### config.mk
export PLATFORM = sky130hd
export DESIGN_NAME = cordic_sincos
export DESIGN_NICKNAME = d
export VERILOG_FILES = /design/src/rtl/cordic_sincos.sv
export SDC_FILE = /design/constraint.sdc
export NUM_CORES = 1
export LEC_CHECK = 0
export ABC_AREA = 1
export ABC_CLOCK_PERIOD_IN_PS = 11300
export BUFFER_PORTS_ARGS = -buffer_cell sky130_fd_sc_hd__buf_2
export CORE_UTILIZATION = 35
export CTS_CLUSTER_SIZE = 16
export DETAILED_ROUTE_END_ITERATION = 8
export PLACE_DENSITY = 0.6
export SLEW_MARGIN = 5
export SYNTH_ARGS = -nofsm -noshare
export SYNTH_HDL_FRONTEND = slang
export SYNTH_SLANG_ARGS = --single-unit
### constraint.sdc
create_clock -name clk -period 11.3 [get_ports clk]
set_input_delay 0.565 -clock clk [delete_from_list [all_inputs] [get_ports clk]]
set_output_delay 0.565 -clock clk [all_outputs]
set_load 0.02 [all_outputs]
### src/rtl/cordic_sincos.sv
// Iterative rotation-mode CORDIC: converts a U(9,7) degree angle into signed Q2.14 cos/sin.
// One micro-rotation per clock with valid/ready handshakes on both the input and output sides.
module cordic_sincos #(
    parameter int WORD_WIDTH  = 16,
    parameter int PHASE_WIDTH = 16,
    parameter int ITERATIONS  = 14
) (
    input  logic                   clk,
    input  logic                   rst,
    input  logic                   in_valid,
    output logic                   in_ready,
    input  logic [PHASE_WIDTH-1:0] angle_in,
    output logic                   out_valid,
    input  logic                   out_ready,
    output logic [WORD_WIDTH-1:0]  cos_out,
    output logic [WORD_WIDTH-1:0]  sin_out
);
    localparam int XW  = WORD_WIDTH + 2;
    localparam int ZW  = PHASE_WIDTH + 1;
    localparam int ITW = $clog2(ITERATIONS);

    localparam logic [PHASE_WIDTH-1:0] DEG90  = PHASE_WIDTH'(11520);
    localparam logic [PHASE_WIDTH-1:0] DEG180 = PHASE_WIDTH'(23040);
    localparam logic [PHASE_WIDTH-1:0] DEG270 = PHASE_WIDTH'(34560);
    localparam logic [PHASE_WIDTH-1:0] DEG360 = PHASE_WIDTH'(46080);
    localparam logic [ITW-1:0]         ITER_LAST = ITW'(ITERATIONS - 1);

    typedef enum logic [1:0] {
        IDLE   = 2'd0,
        ROTATE = 2'd1,
        DONE   = 2'd2
    } state_t;

    // Elementary angles atan(2^-i) in U(9,7) degrees.
    function automatic logic signed [ZW-1:0] atan_lut(input logic [ITW-1:0] i);
        case (i)
            4'd0:    atan_lut = ZW'(5760);
            4'd1:    atan_lut = ZW'(3400);
            4'd2:    atan_lut = ZW'(1797);
            4'd3:    atan_lut = ZW'(912);
            4'd4:    atan_lut = ZW'(458);
            4'd5:    atan_lut = ZW'(229);
            4'd6:    atan_lut = ZW'(115);
            4'd7:    atan_lut = ZW'(57);
            4'd8:    atan_lut = ZW'(29);
            4'd9:    atan_lut = ZW'(14);
            4'd10:   atan_lut = ZW'(7);
            4'd11:   atan_lut = ZW'(4);
            4'd12:   atan_lut = ZW'(2);
            4'd13:   atan_lut = ZW'(1);
            default: atan_lut = ZW'(0);
        endcase
    endfunction

    state_t                  state_q, state_d;
    logic signed [XW-1:0]    x_q, x_d, y_q, y_d;
    logic signed [ZW-1:0]    z_q, z_d;
    logic [ITW-1:0]          iter_q, iter_d;
    logic [1:0]              quad_q, quad_d;
    logic                    out_valid_q, out_valid_d;
    logic [WORD_WIDTH-1:0]   cos_q, cos_d, sin_q, sin_d;

    logic [PHASE_WIDTH-1:0]  wrap_s, resid_s;
    logic [1:0]              quad_s;
    logic signed [XW-1:0]    x_rot_s, y_rot_s, x_neg_s, y_neg_s;
    logic signed [ZW-1:0]    z_rot_s;

    assign in_ready  = (state_q == IDLE);
    assign out_valid = out_valid_q;
    assign cos_out   = cos_q;
    assign sin_out   = sin_q;

    // Angle reduction to a quadrant plus residual in [0, 90) degrees.
    always_comb begin
        if (angle_in >= DEG360) begin
            wrap_s = angle_in - DEG360;
        end else begin
            wrap_s = angle_in;
        end
        if (wrap_s < DEG90) begin
            quad_s  = 2'd0;
            resid_s = wrap_s;
        end else if (wrap_s < DEG180) begin
            quad_s  = 2'd1;
            resid_s = wrap_s - DEG90;
        end else if (wrap_s < DEG270) begin
            quad_s  = 2'd2;
            resid_s = wrap_s - DEG180;
        end else begin
            quad_s  = 2'd3;
            resid_s = wrap_s - DEG270;
        end
    end

    // Next-state, micro-rotation and output mapping.
    always_comb begin
        state_d     = state_q;
        x_d         = x_q;
        y_d         = y_q;
        z_d         = z_q;
        iter_d      = iter_q;
        quad_d      = quad_q;
        out_valid_d = out_valid_q;
        cos_d       = cos_q;
        sin_d       = sin_q;

        if (z_q[ZW-1] == 1'b0) begin
            x_rot_s = x_q - (y_q >>> iter_q);
            y_rot_s = y_q + (x_q >>> iter_q);
            z_rot_s = z_q - atan_lut(iter_q);
        end else begin
            x_rot_s = x_q + (y_q >>> iter_q);
            y_rot_s = y_q - (x_q >>> iter_q);
            z_rot_s = z_q + atan_lut(iter_q);
        end
        x_neg_s = -x_rot_s;
        y_neg_s = -y_rot_s;

        case (state_q)
            IDLE: begin
                if (in_valid) begin
                    state_d = ROTATE;
                    x_d     = XW'(9949);
                    y_d     = '0;
                    z_d     = {1'b0, resid_s};
                    iter_d  = '0;
                    quad_d  = quad_s;
                end else begin
                    state_d = IDLE;
                end
            end
            ROTATE: begin
                x_d = x_rot_s;
                y_d = y_rot_s;
                z_d = z_rot_s;
                if (iter_q == ITER_LAST) begin
                    state_d     = DONE;
                    out_valid_d = 1'b1;
                    case (quad_q)
                        2'd0: begin
                            cos_d = x_rot_s[WORD_WIDTH-1:0];
                            sin_d = y_rot_s[WORD_WIDTH-1:0];
                        end
                        2'd1: begin
                            cos_d = y_neg_s[WORD_WIDTH-1:0];
                            sin_d = x_rot_s[WORD_WIDTH-1:0];
                        end
                        2'd2: begin
                            cos_d = x_neg_s[WORD_WIDTH-1:0];
                            sin_d = y_neg_s[WORD_WIDTH-1:0];
                        end
                        default: begin
                            cos_d = y_rot_s[WORD_WIDTH-1:0];
                            sin_d = x_neg_s[WORD_WIDTH-1:0];
                        end
                    endcase
                end else begin
                    iter_d = iter_q + ITW'(1);
                end
            end
            DONE: begin
                if (out_ready) begin
                    state_d     = IDLE;
                    out_valid_d = 1'b0;
                end else begin
                    state_d = DONE;
                end
            end
            default: begin
                state_d     = IDLE;
                out_valid_d = 1'b0;
            end
        endcase
    end

    // State and datapath registers.
    always_ff @(posedge clk or posedge rst) begin
        if (rst) begin
            state_q     <= IDLE;
            x_q         <= '0;
            y_q         <= '0;
            z_q         <= '0;
            iter_q      <= '0;
            quad_q      <= 2'd0;
            out_valid_q <= 1'b0;
            cos_q       <= '0;
            sin_q       <= '0;
        end else begin
            state_q     <= state_d;
            x_q         <= x_d;
            y_q         <= y_d;
            z_q         <= z_d;
            iter_q      <= iter_d;
            quad_q      <= quad_d;
            out_valid_q <= out_valid_d;
            cos_q       <= cos_d;
            sin_q       <= sin_d;
        end
    end
endmodule
# Word level (Yosys, flattened, before mapping)
# Memories as Yosys holds them, arrays and structs flattened.
# Index checks and enable logic that the tools add are counted.
# totals
inputBits,20
word_cells,78
mem_bits_rw,0
reg_bits,94
latch_bits,0
n_memories,2
out_inout_bits,34
mem_bits_ro,416
# classes
n_shift,2
addsub,13
n_mux,30
n_reduce_logical,8
n_bitwise,1
order_cmp,4
div,0
multipliers,0
n_eq_ne,9
# mem_list
name,words,word_bits,rd,rd_ports_with_merged_regs,write_ports,line_no,rtl
(no name shown),16,13,1,0,0,36,case (i)
(no name shown),16,13,1,0,0,36,
# ops
cell,count
$pmux W16 S3,2
$mux W18,4
$pmux W18 S2,2
$mux W17,4
$mux W16,4
$add A18 B18 Y18,2
$sshr A18 B4 Y18,2
$sub A18 B18 Y18,2
$pmux W17 S2,1
$neg A16 Y16,2
$sub A16 B16 Y16 const B,2
$add A17 B17 Y17,1
$sub A17 B17 Y17,1
$ge A16 B16 Y1 const B,1
$lt A16 B14 Y1 const B,1
$lt A16 B15 Y1 const B,1
$lt A16 B16 Y1 const B,1
$sub A16 B14 Y16 const B,1
$sub A16 B15 Y16 const B,1
$mux W2,4
$mux W4,2
$ne A2 B2 Y1 const B,4
$pmux W4 S2,1
$pmux W2 S3,1
11 further kinds,20

# Depth between registers and ports, before layout
# logic_depth
word_depth,8
mapped_depth,36
depth_no_buf,34

# Least setup slack after synthesis
# Ideal clock, no wire load.
# synth_timing
path_type,flip-flop to flip-flop
startpoint,reg iter_q[0]
endpoint,"reg cos_q[13], in the netlist cos_out[13]"
path_buffers,2
required_time_ps,11184
setup_ps,116
path_stages_with_launch,31
arrival_time_ps,3685
period_less_slack_ps,3801
path_slack_ps,7499
cell_sequence,dfrtp_1 buf_6 buf_4 o21ai_0 o21ai_0 nand2_1 o21ai_0 inv_1 o21ai_2 inv_1 ha_1 nand2_1 nor2_2 nand2_1 nand2_1 xor2_1 inv_1 ha_1 a21oi_1 o21a_1 nand3_1 xnor2_1 nand2_1 nor2_1 nand3_1 nand2_1 nand2_1 nand2_1 nand2_1 nand2_1 nand2_1
# synth_between
elab_chain_len,5
elab_cells_between_ends,13
classes_between,6 x add/sub; 1 x eq/ne; 2 x shift; 3 x mux; 1 x reduce/logical
# synth_lines
element,line_no,rtl
start: declaration,58,"logic [ITW-1:0] iter_q, iter_d;"
start signal: assignment,193,iter_q <= iter_d;
"$sshr A18 B4 Y18, on equally long branches",-,
$sub A18 B18 Y18 (tied with other cells),108,x_rot_s = x_q - (y_q >>> iter_q);
$mux W18,107,if (z_q[ZW-1] == 1'b0) begin
"$neg A16 Y16, on equally long branches","116, 117",
$pmux W16 S3,139,case (quad_q)
end signal: assignment,196,cos_q <= cos_d;
end: declaration,61,"logic [WORD_WIDTH-1:0] cos_q, cos_d, sin_q, sin_d;"
# Parallel ways exist; a longest one is shown, timed or not.
# A chain may end at the register's enable or synchronous reset.

# Final worst setup path
# layout_timing
startpoint,reg iter_q[2]
endpoint,"reg sin_q[15], in the netlist sin_out[15]"
# layout_between
elab_chain_len,5
elab_cells_between_ends,13
classes_between,6 x add/sub; 1 x eq/ne; 2 x shift; 3 x mux; 1 x reduce/logical
# layout_lines
element,line_no,rtl
"$sshr A18 B4 Y18, on equally long branches",-,
$sub A18 B18 Y18 (tied with other cells),108,
$mux W18,107,
"$neg A16 Y16, on equally long branches","116, 117",
$pmux W16 S3,139,
end signal: assignment,197,sin_q <= sin_d;
end: declaration,61,
# Parallel ways exist; a longest one is shown, timed or not.

==> out/metrics.cfg <==
[routing]
firstDrtPassIters=5
ant_nets=0
drt_iter0_markers=1073
wl_mm=36.33
vias=11851
drc=0
viasPerCell=5.298
wl_per_cell_um=16.24

[cts]
tritoncts=done
clock_latency_ps=380
clock-sinks=94
ctsHoldBuffers=0
ctsResizeCount=0
clock_path_buffers=2
cts_buffers=9
htreeDepth=3
cts-root-buf=clkbuf_16
cts.clk_slew.worst_paths_ps=90
post-cts-setup-buffers=0

[yosys]
syn_avg_cell_area_um2=6.190
synthMuxAreaShare_pct=0.08929
synth-simple-area-share_pct=37.24
synth_flop_cell=dfrtp_1
ys_types=59
synth.area.top_cells=dfrtp_1, nand2_1, ha_1
synth-xor-area-share_pct=5.882
ys_warn_count=0
synth_top_family_by_area=simple AND/OR/NAND/NOR gates
synth_top_area_share_pct=20.98
synth_fa_ha_area_share_pct=8.125
syn-instance-count=1811
synth_compound_area_share_pct=17.60
synth_nets=1902
synth_area_um2=11210
synth_top_area_cell=dfrtp_1
postSynthRegisterBits=94
synth_async_sr_flop_share_pct=100.0
synth_enable_flop_cells=0
seq_area_frac_synth_pct=20.98

[critical_path]
crit_fanout=29
cpLargestDelayFamily=simple AND/OR/NAND/NOR gates
crit_arrival_ps=5980
r2r_start=iter_q[2]
cp_num_buf_inv=6
cp.required_ps=11570
critPathLaunchType=flip-flop
critical-path-max-stage-delay_ps=970
cp-end-kind=flip-flop
slowest_stage=dfrtp_1
critPathKind=flip-flop to flip-flop
startpoint=iter_q[2]

[global_route]
antenna_found_initial=0
grt_start_max_net_pins=63
gr-total-overflow=0
grt_pass1_vias=11086
gr-usage-all-layers_pct=22.46
grt_pass1_wl_mm=58.72

[floorplan]
core_region_area_um2=31560
row_count=65
die_area_um2=32750
ios=54
die_h_um=181.0
die_w_um=181.0
start_util_pct=35.53

[timing]
fin_tns_setup_ps=0
setup_viol=0
clock_skew_ps=16.65
slew_headroom_pct=27.00
max_freq_mhz=175.1
finalMaxSlewViolations=0
finalCritPeriodShare_pct=50.53
rsz0062_at_grt=no
worstMarginPinSlew_ps=1088
period_needed_ps=5710
hold_viol=0

[cells_and_area]
layout-drive-gt1-share_pct=10.14
layout.nets=1921
layout_commonest_cell=nand2_1
antenna_cells=0
syn_to_final_growth_pct=7.913
layout_common_cells=nand2_1, inv_1, nand3_1, nor2_1, o21ai_0

[job]
maxCapViolCount=0

[placed_design]
gp_congestion=0.9173
hpwl_mm=27.60
port_buffers=53

[status]
outcome=completed

[min_path]
hp-class=primary input to asynchronous set/reset pin

## through the flow
step	std cells	utilization [%]	worst slack, ps	hold slack, ps	instance area [um^2]
6_report	2237	38.34	5590	230.8	12100
3_5_place_dp	2221	37.35	5684	462.3	11790
3_3_place_gp	2221	37.35	5851	460.2	11790
4_1_cts	2237	38.34	5652	254.9	12100
2_1_floorplan	1811	-	7499	455.3	11210
5_1_grt	2237	38.34	4894	286.0	12100
## registers in the layout, summed over array words and instances (netlist names)
name / cells
sin_out: 16
out_valid: 1
iter_q: 4
cos_out: 16
y_q: 18
z_q: 17
x_q: 18
state_q: 2
quad_q: 2
## cell families (layout without fill, tap and decap cells)
logic type	Yosys count	after routing
AO/OA/AOI/OAI	336	336
AND/OR/NAND/NOR	959	959
multiplexers	1	1
XOR/XNOR	71	71
flip-flops	94	94
adder cells (fa/ha/maj)	71	71
buffers and inverters	279	303
## path summary, 6_finish.rpt
path / end / slack, ps / cells past startpoint
min reg2reg: sin_out[7] / 480 / 2
max: sin_out[15] / 5590 / 26
max in group asynchronous: iter_q[0] / 9780 / 3
min in group clk: z_q[2] / 430 / 3
max reg2reg: sin_out[15] / 5590 / 26
min: x_q[8] / 230 / 2
## metal layers
metal / part of all wire (%) / track usage [%] / up-vias
met5: 0 / 0 / -
met4: 2.9 / 7.322 / 0
met3: 5.2 / 3.064 / 53
met2: 47 / 38.13 / 345
met1: 45 / 29.29 / 5458
li1: - / - / 5995
## synth_stat cells, drive strengths merged, types with 2 or more instances
master and n:
a21o 7, dfrtp 94, inv 215, ha 68, xnor2 25, o211ai 15, nor3 16, a221oi 4
a21boi 8, nand3 175, clkinv 5, o22ai 36, o311ai 2, buf 31, clkbuf 28, a21oi 76
a31oi 11, xor2 46, or2 10, o221ai 3, o21a 4, nand4 15, a211oi 3, nand3b 12
nor2 133, o21ai 162, nand2 594, fa 3, o21bai 2
## final cells by class
type	instances	area [um^2]
well taps	402	503.0
clock buffers	9	225.2
flip-flops and latches	94	2354
multi-input cells	1438	7729
clock inverters	7	86.33
inverters	220	830.8
fillers	3452	19460
repair buffers	67	370.4
Power is left out: the tool's default activity adds up to more than one toggle a clock period on the data nets, which glitch-free logic cannot reach.
